$ cat src/rtl/grf_wb_queue_if.sv
// GRF writeback queue bus: pipeline WB request, mult/div handshake,
// registered GRF write port, hazard queries and occupancy.
// The slave modport is the queue; the master modport is whoever drives it.
interface grf_wb_queue_if #(
  parameter int unsigned PTR_W = 2
);
  logic             wb_we;
  logic [4:0]       wb_a3;
  logic [31:0]      wb_wd;
  logic [31:0]      wb_pc;
  logic             md_valid;
  logic             md_ready;
  logic [4:0]       md_a3;
  logic [31:0]      md_wd;
  logic [31:0]      md_pc;
  logic             grf_we;
  logic [4:0]       grf_a3;
  logic [31:0]      grf_wd;
  logic [31:0]      grf_pc;
  logic [4:0]       rd_a1;
  logic [4:0]       rd_a2;
  logic             busy1;
  logic             busy2;
  logic [PTR_W:0]   q_count;

  modport slave (
    input  wb_we, wb_a3, wb_wd, wb_pc,
    input  md_valid, md_a3, md_wd, md_pc,
    input  rd_a1, rd_a2,
    output md_ready,
    output grf_we, grf_a3, grf_wd, grf_pc,
    output busy1, busy2, q_count
  );

  modport master (
    output wb_we, wb_a3, wb_wd, wb_pc,
    output md_valid, md_a3, md_wd, md_pc,
    output rd_a1, rd_a2,
    input  md_ready,
    input  grf_we, grf_a3, grf_wd, grf_pc,
    input  busy1, busy2, q_count
  );
endinterface

$ cat src/rtl/grf_wb_queue.sv
// GRF write-port driver: merges the pipeline WB stage (priority) with a FIFO
// of mult/div results into one registered GRF write, and exposes a pending
// scoreboard for the hazard unit.
// Optional: define GRF_WBQ_TRACE_EN to print every issued GRF write.
module grf_wb_queue #(
  parameter int unsigned DEPTH = 4,
  parameter int unsigned PTR_W = 2
) (
  input logic           clk,
  input logic           reset,
  grf_wb_queue_if.slave bus
);

  localparam logic [PTR_W:0] FullCount = (PTR_W + 1)'(DEPTH);

  // Entry live bits are cleared on pop, so live implies occupied.
  logic             live_q [DEPTH];
  logic [4:0]       a3_q   [DEPTH];
  logic [31:0]      wd_q   [DEPTH];
  logic [31:0]      pc_q   [DEPTH];
  logic [PTR_W-1:0] rd_ptr_q, wr_ptr_q;
  logic [PTR_W:0]   count_q;

  logic             grf_we_q, grf_we_d;
  logic [4:0]       grf_a3_q, grf_a3_d;
  logic [31:0]      grf_wd_q, grf_wd_d;
  logic [31:0]      grf_pc_q, grf_pc_d;

  logic full, empty, push, pop, wb_issue;
  logic hit1, hit2;

  assign full     = (count_q == FullCount);
  assign empty    = (count_q == '0);
  assign wb_issue = bus.wb_we && (bus.wb_a3 != 5'd0);
  assign push     = bus.md_valid && !full;
  assign pop      = !wb_issue && !empty;

  // Issue selection: pipeline first, then FIFO head, else hold address/data.
  always_comb begin
    grf_we_d = 1'b0;
    grf_a3_d = grf_a3_q;
    grf_wd_d = grf_wd_q;
    grf_pc_d = grf_pc_q;
    if (wb_issue) begin
      grf_we_d = 1'b1;
      grf_a3_d = bus.wb_a3;
      grf_wd_d = bus.wb_wd;
      grf_pc_d = bus.wb_pc;
    end else if (!empty) begin
      grf_we_d = live_q[rd_ptr_q];
      grf_a3_d = a3_q[rd_ptr_q];
      grf_wd_d = wd_q[rd_ptr_q];
      grf_pc_d = pc_q[rd_ptr_q];
    end
  end

  // FIFO storage, pointers, occupancy and WAW kill.
  always_ff @(posedge clk or posedge reset) begin
    if (reset) begin
      for (int i = 0; i < int'(DEPTH); i++) begin
        live_q[PTR_W'(i)] <= 1'b0;
        a3_q[PTR_W'(i)]   <= '0;
        wd_q[PTR_W'(i)]   <= '0;
        pc_q[PTR_W'(i)]   <= '0;
      end
      rd_ptr_q <= '0;
      wr_ptr_q <= '0;
      count_q  <= '0;
    end else begin
      // The younger pipeline write supersedes queued writes to the same reg.
      for (int i = 0; i < int'(DEPTH); i++) begin
        if (wb_issue && live_q[PTR_W'(i)] && (a3_q[PTR_W'(i)] == bus.wb_a3)) begin
          live_q[PTR_W'(i)] <= 1'b0;
        end
      end
      if (pop) begin
        live_q[rd_ptr_q] <= 1'b0;
        rd_ptr_q         <= rd_ptr_q + 1'b1;
      end
      // Push comes last: a new entry is never killed by this cycle's WB write.
      if (push) begin
        live_q[wr_ptr_q] <= (bus.md_a3 != 5'd0);
        a3_q[wr_ptr_q]   <= bus.md_a3;
        wd_q[wr_ptr_q]   <= bus.md_wd;
        pc_q[wr_ptr_q]   <= bus.md_pc;
        wr_ptr_q         <= wr_ptr_q + 1'b1;
      end
      if (push && !pop) begin
        count_q <= count_q + 1'b1;
      end else if (pop && !push) begin
        count_q <= count_q - 1'b1;
      end
    end
  end

  // Registered GRF write port.
  always_ff @(posedge clk or posedge reset) begin
    if (reset) begin
      grf_we_q <= 1'b0;
      grf_a3_q <= '0;
      grf_wd_q <= '0;
      grf_pc_q <= '0;
    end else begin
      grf_we_q <= grf_we_d;
      grf_a3_q <= grf_a3_d;
      grf_wd_q <= grf_wd_d;
      grf_pc_q <= grf_pc_d;
    end
  end

  // Scoreboard over queued live entries; the output stage is not included.
  always_comb begin
    hit1 = 1'b0;
    hit2 = 1'b0;
    for (int i = 0; i < int'(DEPTH); i++) begin
      if (live_q[PTR_W'(i)] && (a3_q[PTR_W'(i)] == bus.rd_a1)) hit1 = 1'b1;
      if (live_q[PTR_W'(i)] && (a3_q[PTR_W'(i)] == bus.rd_a2)) hit2 = 1'b1;
    end
  end

  assign bus.busy1    = (bus.rd_a1 != 5'd0) && hit1;
  assign bus.busy2    = (bus.rd_a2 != 5'd0) && hit2;
  assign bus.md_ready = !full;
  assign bus.q_count  = count_q;
  assign bus.grf_we   = grf_we_q;
  assign bus.grf_a3   = grf_a3_q;
  assign bus.grf_wd   = grf_wd_q;
  assign bus.grf_pc   = grf_pc_q;

`ifdef GRF_WBQ_TRACE_EN
  // Trace each real write as it is loaded into the output stage.
  always_ff @(posedge clk) begin
    if (!reset && grf_we_d) begin
      $display("%d@%h: $%d <= %h", $time, grf_pc_d, grf_a3_d, grf_wd_d);
    end
  end
`endif

endmodule
$ cat src/flat_wrapper.sv
// flat-port wrapper written by rule: the top's interface ports become plain ports
module grf_wb_queue_flat 
#(
  parameter int unsigned DEPTH = 4,
  parameter int unsigned PTR_W = 2
)
  (clk, reset, bus_wb_we, bus_wb_a3, bus_wb_wd, bus_wb_pc, bus_md_valid, bus_md_a3, bus_md_wd, bus_md_pc, bus_rd_a1, bus_rd_a2, bus_md_ready, bus_grf_we, bus_grf_a3, bus_grf_wd, bus_grf_pc, bus_busy1, bus_busy2, bus_q_count);
  grf_wb_queue_if #(.PTR_W(PTR_W)) bus_i ();
  input logic clk;
  input logic reset;
  input wire logic [$bits(bus_i.wb_we)-1:0] bus_wb_we;
  input wire logic [$bits(bus_i.wb_a3)-1:0] bus_wb_a3;
  input wire logic [$bits(bus_i.wb_wd)-1:0] bus_wb_wd;
  input wire logic [$bits(bus_i.wb_pc)-1:0] bus_wb_pc;
  input wire logic [$bits(bus_i.md_valid)-1:0] bus_md_valid;
  input wire logic [$bits(bus_i.md_a3)-1:0] bus_md_a3;
  input wire logic [$bits(bus_i.md_wd)-1:0] bus_md_wd;
  input wire logic [$bits(bus_i.md_pc)-1:0] bus_md_pc;
  input wire logic [$bits(bus_i.rd_a1)-1:0] bus_rd_a1;
  input wire logic [$bits(bus_i.rd_a2)-1:0] bus_rd_a2;
  output wire logic [$bits(bus_i.md_ready)-1:0] bus_md_ready;
  output wire logic [$bits(bus_i.grf_we)-1:0] bus_grf_we;
  output wire logic [$bits(bus_i.grf_a3)-1:0] bus_grf_a3;
  output wire logic [$bits(bus_i.grf_wd)-1:0] bus_grf_wd;
  output wire logic [$bits(bus_i.grf_pc)-1:0] bus_grf_pc;
  output wire logic [$bits(bus_i.busy1)-1:0] bus_busy1;
  output wire logic [$bits(bus_i.busy2)-1:0] bus_busy2;
  output wire logic [$bits(bus_i.q_count)-1:0] bus_q_count;
  assign bus_i.wb_we = bus_wb_we;
  assign bus_i.wb_a3 = bus_wb_a3;
  assign bus_i.wb_wd = bus_wb_wd;
  assign bus_i.wb_pc = bus_wb_pc;
  assign bus_i.md_valid = bus_md_valid;
  assign bus_i.md_a3 = bus_md_a3;
  assign bus_i.md_wd = bus_md_wd;
  assign bus_i.md_pc = bus_md_pc;
  assign bus_i.rd_a1 = bus_rd_a1;
  assign bus_i.rd_a2 = bus_rd_a2;
  assign bus_md_ready = bus_i.md_ready;
  assign bus_grf_we = bus_i.grf_we;
  assign bus_grf_a3 = bus_i.grf_a3;
  assign bus_grf_wd = bus_i.grf_wd;
  assign bus_grf_pc = bus_i.grf_pc;
  assign bus_busy1 = bus_i.busy1;
  assign bus_busy2 = bus_i.busy2;
  assign bus_q_count = bus_i.q_count;
  grf_wb_queue #(.DEPTH(DEPTH), .PTR_W(PTR_W)) u_core (.clk(clk), .reset(reset), .bus(bus_i));
endmodule
$ cat config.mk
export PLATFORM = sky130hd
export DESIGN_NAME = grf_wb_queue_flat
export DESIGN_NICKNAME = d
export VERILOG_FILES = /design/src/rtl/grf_wb_queue_if.sv /design/src/rtl/grf_wb_queue.sv /design/src/flat_wrapper.sv
export SDC_FILE = /design/constraint.sdc
export NUM_CORES = 1
export LEC_CHECK = 0
export CAP_MARGIN = 0
export CORE_MARGIN = 1
export CORE_UTILIZATION = 45
export CTS_CLUSTER_SIZE = 25
export DETAILED_ROUTE_END_ITERATION = 8
export HOLD_SLACK_MARGIN = 0.05
export PLACE_DENSITY = 0.74
export SKIP_LAST_GASP = 1
export SLEW_MARGIN = 20
export SYNTH_ARGS = -nofsm -noshare
export SYNTH_HDL_FRONTEND = slang
export SYNTH_SLANG_ARGS = --single-unit
$ cat constraint.sdc
create_clock -name clk -period 10 [get_ports clk]
set_clock_uncertainty 0.1 [all_clocks]
set_input_delay 2 -clock clk [delete_from_list [all_inputs] [get_ports clk]]
set_output_delay 2 -clock clk [all_outputs]
set_load 0.005 [all_outputs]
==> results.sh, run 1 <==
export IMPL_clock_sink_count=357
export IMPL_grt_pass1_wl_um=52350
export IMPL_via_count=8719
export IMPL_grt_overflow_total=0
export IMPL_yosysSeqAreaShare_pct=63.63
export IMPL_worstSetupEndpointType="output pin"
export IMPL_hold_path_depth=1
export IMPL_most_common_cell_after_layout_fill_and_taps_aside="clkdlybuf4s50_1"
export IMPL_sw_frac_of_total_pct=28.99
export IMPL_core_mm2=0.03278
export IMPL_cts_tree="built"
export IMPL_maxSlewHeadroom_pct=35.58
export IMPL_cp_arrival_ns=3.76
export IMPL_report_final_setup_viol=0
export IMPL_flops_latches_synth=357
export IMPL_p_clk_share_pct=25.0
export IMPL_drt_iter0_markers=401
export IMPL_design_die_area_mm2=0.03439
export IMPL_worst_setup_path_start_kind="input port"
export IMPL_cp_required_ns=7.90
export IMPL_met1_length_um=14210
export IMPL_grt_pass1_vias=9265
export IMPL_ys_types=36
export IMPL_drcViolationCount=0
export IMPL_p_int_uw=4062
export IMPL_worstSetupPathType="input port to output pin"
export IMPL_worst_hold_startpoint="u_core.wd_q[66]"
export IMPL_worst_skew_pair_late_latency_ns=0.51
export IMPL_max_vdd_ir_drop_uv=165.9
export IMPL_synth_enable_flop_cells=140
export IMPL_initial_core_util_pct=46.19
export IMPL_final_period_util_pct=58.57
export IMPL_max_cap_viols=0
export IMPL_ys_async_sr_fraction_pct=60.78
export IMPL_timing_hold_violations_final=0
export IMPL_yosysTopAreaCellShare_pct=35.86
export IMPL_num_antenna_cells=0
export IMPL_avgViaCountPerCell=5.352
export IMPL_placementRows=66
export IMPL_yosysWarnings=0
export IMPL_cts_setup_buffers=0
export IMPL_postSynthAreaPerCell_um2=16.21
export IMPL_tot_gr_track_use_pct=19.78
export IMPL_wl_met3_um=1652
export IMPL_yosys_most_used_dff="dfrtp_1"
export IMPL_hold_buffers=0
export IMPL_port_buf_inserts=227
export IMPL_dr_pass1_iters=4
export IMPL_worstReg2RegStart="u_core.bus.q_count[0]"
export IMPL_routed_top_layer="met5"
export IMPL_period_minus_slack_ns=5.857
export IMPL_fmaxAchievable_mhz=170.7
export IMPL_static_leakage_power_uw=0.007637
export IMPL_postSynthCellCount=934
export IMPL_clk_path_buf_depth=3
export IMPL_detailed_place_hpwl_um=20680
export IMPL_rsz0062_at_grt="no"
export IMPL_power_switching_uw=1658
export IMPL_worst_r2r_endpoint="u_core.live_q[3]"
export IMPL_clockRootBuffer="clkbuf_16"
export IMPL_post_drt_wl_per_cell_um=20.26
export IMPL_htree_num_levels=2
export IMPL_power_density_cell_area_mw_per_mm2=299.4
export IMPL_num_io_pins=228
export IMPL_whs_endpoint="u_core.wd_q[66]"
export IMPL_gpl_final_weighted_congestion=0.7455
export IMPL_min_path_type="register to register"
export IMPL_area_growth_syn_to_layout_pct=26.16
export IMPL_run_status="finished, final reports clean"
export IMPL_die_height_um=185.4
export IMPL_clkTransAtPathRegs_ns=0.05
export IMPL_setup_tns_ns=0
export IMPL_timing_final_max_slew_violations=0
export IMPL_layout_common_cells="clkdlybuf4s50_1 (227), dfrtp_1 (215), mux2_2 (140), edfxtp_1 (140), nor2_1 (71)"
export IMPL_reg2reg_setup_slack_ns=7.06
export IMPL_startpoint="bus_rd_a2[1]"
export IMPL_fill_cells=2605
export IMPL_seq_power_share_pct=41.3
export IMPL_drt_total_wl_um=33000
export IMPL_met2_wirelength_um=16580
export IMPL_final_layout_size_suffix_gt1_share_pct=24.43
export IMPL_yosysTopAreaCell="dfrtp_1"
export IMPL_worst_pin_slew_ns=0.9663
export IMPL_antenna_found_initial=2
export IMPL_cts_repair_resized=0
export IMPL_power_frac_comb_pct=33.7
export IMPL_syn_cell_area_mm2=0.01514
export IMPL_path_max_fanout=3
export IMPL_hold_worst_slack_ns=0.3992
export IMPL_fin_nets=1319
export IMPL_grt_max_degree=90
export IMPL_drtAntennaViolNets=0
export IMPL_tritoncts_num_buffers=39
export IMPL_die_width_um=185.4
export IMPL_synthesis_nets=1096
export IMPL_post_synth_main_area_contributors="dfrtp_1 (36%), edfxtp_1 (28%), mux2_2 (10%)"
export IMPL_r2r_cells=5
-- worst max-delay path: stages --
cell             delay (ns)
clkdlybuf4s50_1        0.46
xor2_1                 0.16
nor4_1                 0.32
nand3_1                0.13
a21oi_1                0.16
clkdlybuf4s50_1        0.52
-- power groups by stage --
stage               logic, µW  clock network, µW  registers [µW]
floorplan                1400                  0            2240
global placement         1920                  0            2360
detailed placement       1960                  0            2390
CTS                      1970               1460            2370
global route             2100               1520            2430
finish                   1930               1430            2360
-- metal layers --
layer,vias up,track usage (%)
li1,3960,-
met3,37,3.598
met5,-,0
met2,198,32.87
met1,4520,26.77
met4,4,5.223
-- flip-flops by register name, indices dropped and copies added (netlist names) --
name	flops
u_core.bus.grf_we	1
u_core.live_q	4
u_core.bus.q_count	3
u_core.rd_ptr_q	2
u_core.bus.grf_wd	32
u_core.a3_q	20
u_core.bus.grf_a3	5
u_core.pc_q	128
u_core.wd_q	128
u_core.wr_ptr_q	2
u_core.bus.grf_pc	32
-- synthesized netlist by cell type (2+ instances only) --
library cell and instances:
a21oi_1 69, and3_1 6, buf_2 42, buf_4 6, clkbuf_1 7, dfrtp_1 217
edfxtp_1 140, ha_1 9, inv_1 8, mux2_2 140, mux2i_1 68, mux4_2 70
nand2_1 9, nand2b_1 3, nand3_1 8, nand3_2 2, nor2_1 71, nor2b_1 3
nor4_1 5, o22ai_1 3, or4_1 4, xnor2_1 12, xor2_1 19
-- cell families (layout without fill, tap and decap cells) --
| family | Yosys count | count (layout) | share of synthesized area [%] |
|---|---|---|---|
| flops | 357 | 357 | 63.63 |
| compound gates | 80 | 80 | 2.851 |
| buf+inv | 64 | 317 | 2.082 |
| xor+xnor | 31 | 31 | 1.793 |
| simple gates | 113 | 113 | 3.380 |
| fa+ha+maj | 10 | 10 | 0.8759 |
| mux | 279 | 279 | 25.39 |
-- per-stage QoR --
step | std cells | setup WS, ns | total power (µW) | utilization, % | area, µm²
4_1_cts | 1629 | 4.142 | 5805 | 58.27 | 19100
3_3_place_gp | 1558 | 4.209 | 4281 | 54.35 | 17820
3_5_place_dp | 1558 | 4.150 | 4353 | 54.35 | 17820
6_report | 1629 | 4.143 | 5720 | 58.27 | 19100
2_1_floorplan | 934 | 0.7415 | 3638 | - | 15140
5_1_grt | 1629 | 4.026 | 6054 | 58.27 | 19100
-- area by class of cell --
class	instances	area (µm²)	area share [%]
clock inverter	16	167.7	0.8777
timing repair buffer	238	2355	12.33
tap	442	553.0	2.895
sequential	357	9642	50.47
multi-input combinational	513	5230	27.38
inverter	8	37.54	0.1965
clock buffer	55	1119	5.855
-- worst max-delay path by stage --
stage                                end  depth (start not counted)
final                          bus_busy2                          6
after floorplan           u_core.a3_q[0]                          2
after CTS                      bus_busy2                          6
after global placement         bus_busy2                          6
after detailed placement       bus_busy2                          6
after global routing           bus_busy2                          6
Power figures use the tool's default switching activity.
==> run 2: changes to the inputs <==
--- a/config.mk
+++ b/config.mk
@@ -11,7 +11,7 @@
 export CTS_CLUSTER_SIZE = 25
 export DETAILED_ROUTE_END_ITERATION = 8
 export HOLD_SLACK_MARGIN = 0.05
-export PLACE_DENSITY = 0.74
+export PLACE_DENSITY = 0.77
 export SKIP_LAST_GASP = 1
 export SLEW_MARGIN = 20
 export SYNTH_ARGS = -nofsm -noshare
==> constraint.sdc (replaced) <==
create_clock -name clk -period 4.9 [get_ports clk]
set_clock_uncertainty 0.1 [all_clocks]
set_input_delay 0.98 -clock clk [delete_from_list [all_inputs] [get_ports clk]]
set_output_delay 0.98 -clock clk [all_outputs]
set_load 0.005 [all_outputs]
==> run 2 against run 1 <==
Compared with the run above: cell area fell by 0.25%; power grew 100%; hold slack barely moved; core utilization is 0.15 points lower; clock-buffer cell count is 6 higher; global-route usage up 0.13 points; register-to-register slack got worse by 4.9 ns; die area unchanged; final cell count rose by 0.18%; routed wire length is 0.42% lower; clock power up 88%; non-clock buffer count up 4; critical path type unchanged; critical endpoint is now bus_busy1.
==> results.sh, run 2 (same netlist as run 1, synthesis figures left out) <==
export IMPL_p_clk_share_pct=23.5
export IMPL_grt_pass1_wl_um=52450
export IMPL_post_drt_wl_per_cell_um=20.13
export IMPL_worst_setup_path_start_kind="input port"
export IMPL_tot_gr_track_use_pct=19.91
export IMPL_placed_cell_area_mm2=0.01788
export IMPL_min_path_type="register to register"
export IMPL_static_leakage_power_uw=0.007599
export IMPL_grt_overflow_total=0
export IMPL_hold_path_depth=1
export IMPL_worstSetupEndpointType="output pin"
export IMPL_report_final_setup_viol=0
export IMPL_htree_num_levels=2
export IMPL_path_max_fanout=3
export IMPL_run_status="finished, final reports clean"
export IMPL_power_density_cell_area_mw_per_mm2=601.8
export IMPL_detailed_place_hpwl_um=20930
export IMPL_via_count=8702
export IMPL_clkTransAtPathRegs_ns=0.06
export IMPL_timing_hold_violations_final=0
export IMPL_hold_buffers=0
export IMPL_fill_cells=2572
export IMPL_post_layout_nonfiller_instances=1632
export IMPL_port_buf_inserts=227
export IMPL_seq_area_mm2=0.009642
export IMPL_final_period_util_pct=77.89
export IMPL_max_cap_viols=0
export IMPL_drtAntennaViolNets=0
export IMPL_cp_required_ns=3.82
export IMPL_p_int_uw=8132
export IMPL_period_minus_slack_ns=3.816
export IMPL_power_frac_comb_pct=34.0
export IMPL_rsz0062_at_grt="no"
export IMPL_area_growth_syn_to_layout_pct=25.85
export IMPL_largest_registers="u_core.pc_q: 128 flops, u_core.wd_q: 128 flops"
export IMPL_r2r_cells=4
export IMPL_grt_pass1_vias=9446
export IMPL_die_width_um=185.4
export IMPL_cts_setup_buffers=0
export IMPL_clockRootBuffer="clkbuf_16"
export IMPL_fmaxAchievable_mhz=262.0
export IMPL_multi_input_area_mm2=0.005230
export IMPL_maxSlewHeadroom_pct=33.14
export IMPL_most_common_cell_after_layout_fill_and_taps_aside="clkdlybuf4s50_1"
export IMPL_tritoncts_num_buffers=38
export IMPL_sw_frac_of_total_pct=29.09
export IMPL_worstSetupPathType="input port to output pin"
export IMPL_antenna_found_initial=2
export IMPL_max_vdd_ir_drop_uv=307.6
export IMPL_layout_common_cells="clkdlybuf4s50_1 (227), dfrtp_1 (215), mux2_2 (140), edfxtp_1 (140), nor2_1 (71)"
export IMPL_seq_power_share_pct=42.6
export IMPL_worst_skew_pair_late_latency_ns=0.51
export IMPL_dr_pass1_iters=4
export IMPL_drcViolationCount=0
export IMPL_fin_nets=1322
export IMPL_final_area_mm2=0.01906
export IMPL_drt_total_wl_um=32860
export IMPL_power_switching_uw=3336
export IMPL_timing_final_max_slew_violations=0
export IMPL_clk_path_buf_depth=3
export IMPL_avgViaCountPerCell=5.332
export IMPL_gpl_final_weighted_congestion=0.7942
export IMPL_num_io_pins=228
export IMPL_placementRows=66
export IMPL_clock_sink_count=357
export IMPL_initial_core_util_pct=46.19
export IMPL_final_layout_size_suffix_gt1_share_pct=24.16
export IMPL_place_detailed_instances=1562
export IMPL_cts_tree="built"
export IMPL_cts_repair_resized=0
export IMPL_core_mm2=0.03278
export IMPL_drt_iter0_markers=371
export IMPL_die_height_um=185.4
export IMPL_setup_tns_ns=0
export IMPL_design_die_area_mm2=0.03439
export IMPL_cp_arrival_ns=2.74
export IMPL_worst_pin_slew_ns=1.003
export IMPL_grt_max_degree=145
-- run 2: per-layer routing --
layer | vias up | track usage (%) | part of all wire (%)
met5 | - | 0 | 0
met4 | 0 | 5.488 | 1.8
met3 | 43 | 2.989 | 3.9
met2 | 174 | 34.56 | 52
met1 | 4518 | 25.97 | 42
li1 | 3967 | - | -
-- run 2: path summary, 6_finish.rpt --
kind,from,end,slack [ns]
worst max-delay path,bus_rd_a1[2],bus_busy1,1.08
worst min-delay path,u_core.wd_q[66],u_core.wd_q[66],0.40
worst max register to register,u_core.bus.q_count[1],u_core.wd_q[68],2.13
worst min register to register,u_core.wd_q[66],u_core.wd_q[66],0.40
max in group asynchronous,reset,u_core.rd_ptr_q[1],2.23
min in group asynchronous,reset,u_core.wd_q[101],0.93
-- run 2: power by group through the flow --
stage               Clock [µW]  Sequential [µW]  Combinational [µW]
floorplan                    0             4570                2850
global placement             0             4890                3850
detailed placement           0             4960                3950
CTS                       2770             4900                3970
global route              2870             5030                4240
finish                    2690             4880                3890
-- run 2: layout make-up --
class                           instances  share of cell area, %
Antenna cell                            2                0.02626
Clock buffer                           61                  5.923
Clock inverter                          7                 0.2167
Inverter                                8                 0.1773
Multi-Input combinational cell        513                  27.45
Sequential cell                       357                  50.60
Tap cell                              442                  2.902
Timing Repair Buffer                  242                  12.71
-- run 2: critical path: stages --
cell	delay (ns)
clkdlybuf4s50_1	0.47
xor2_1	0.17
nor4_1	0.32
nand3_1	0.14
a21oi_1	0.15
clkdlybuf4s50_1	0.52
-- run 2: stage by stage --
stage	hold slack (ns)	utilization [%]	worst slack, ns	total power, µW
2_1_floorplan	0.3739	-	-0.9692	7421
3_3_place_gp	0.3827	54.54	1.156	8743
5_1_grt	0.4065	58.13	1.004	12140
4_1_cts	0.4023	58.11	1.104	11640
6_report	0.3990	58.13	1.084	11470
3_5_place_dp	0.3890	54.54	1.113	8911
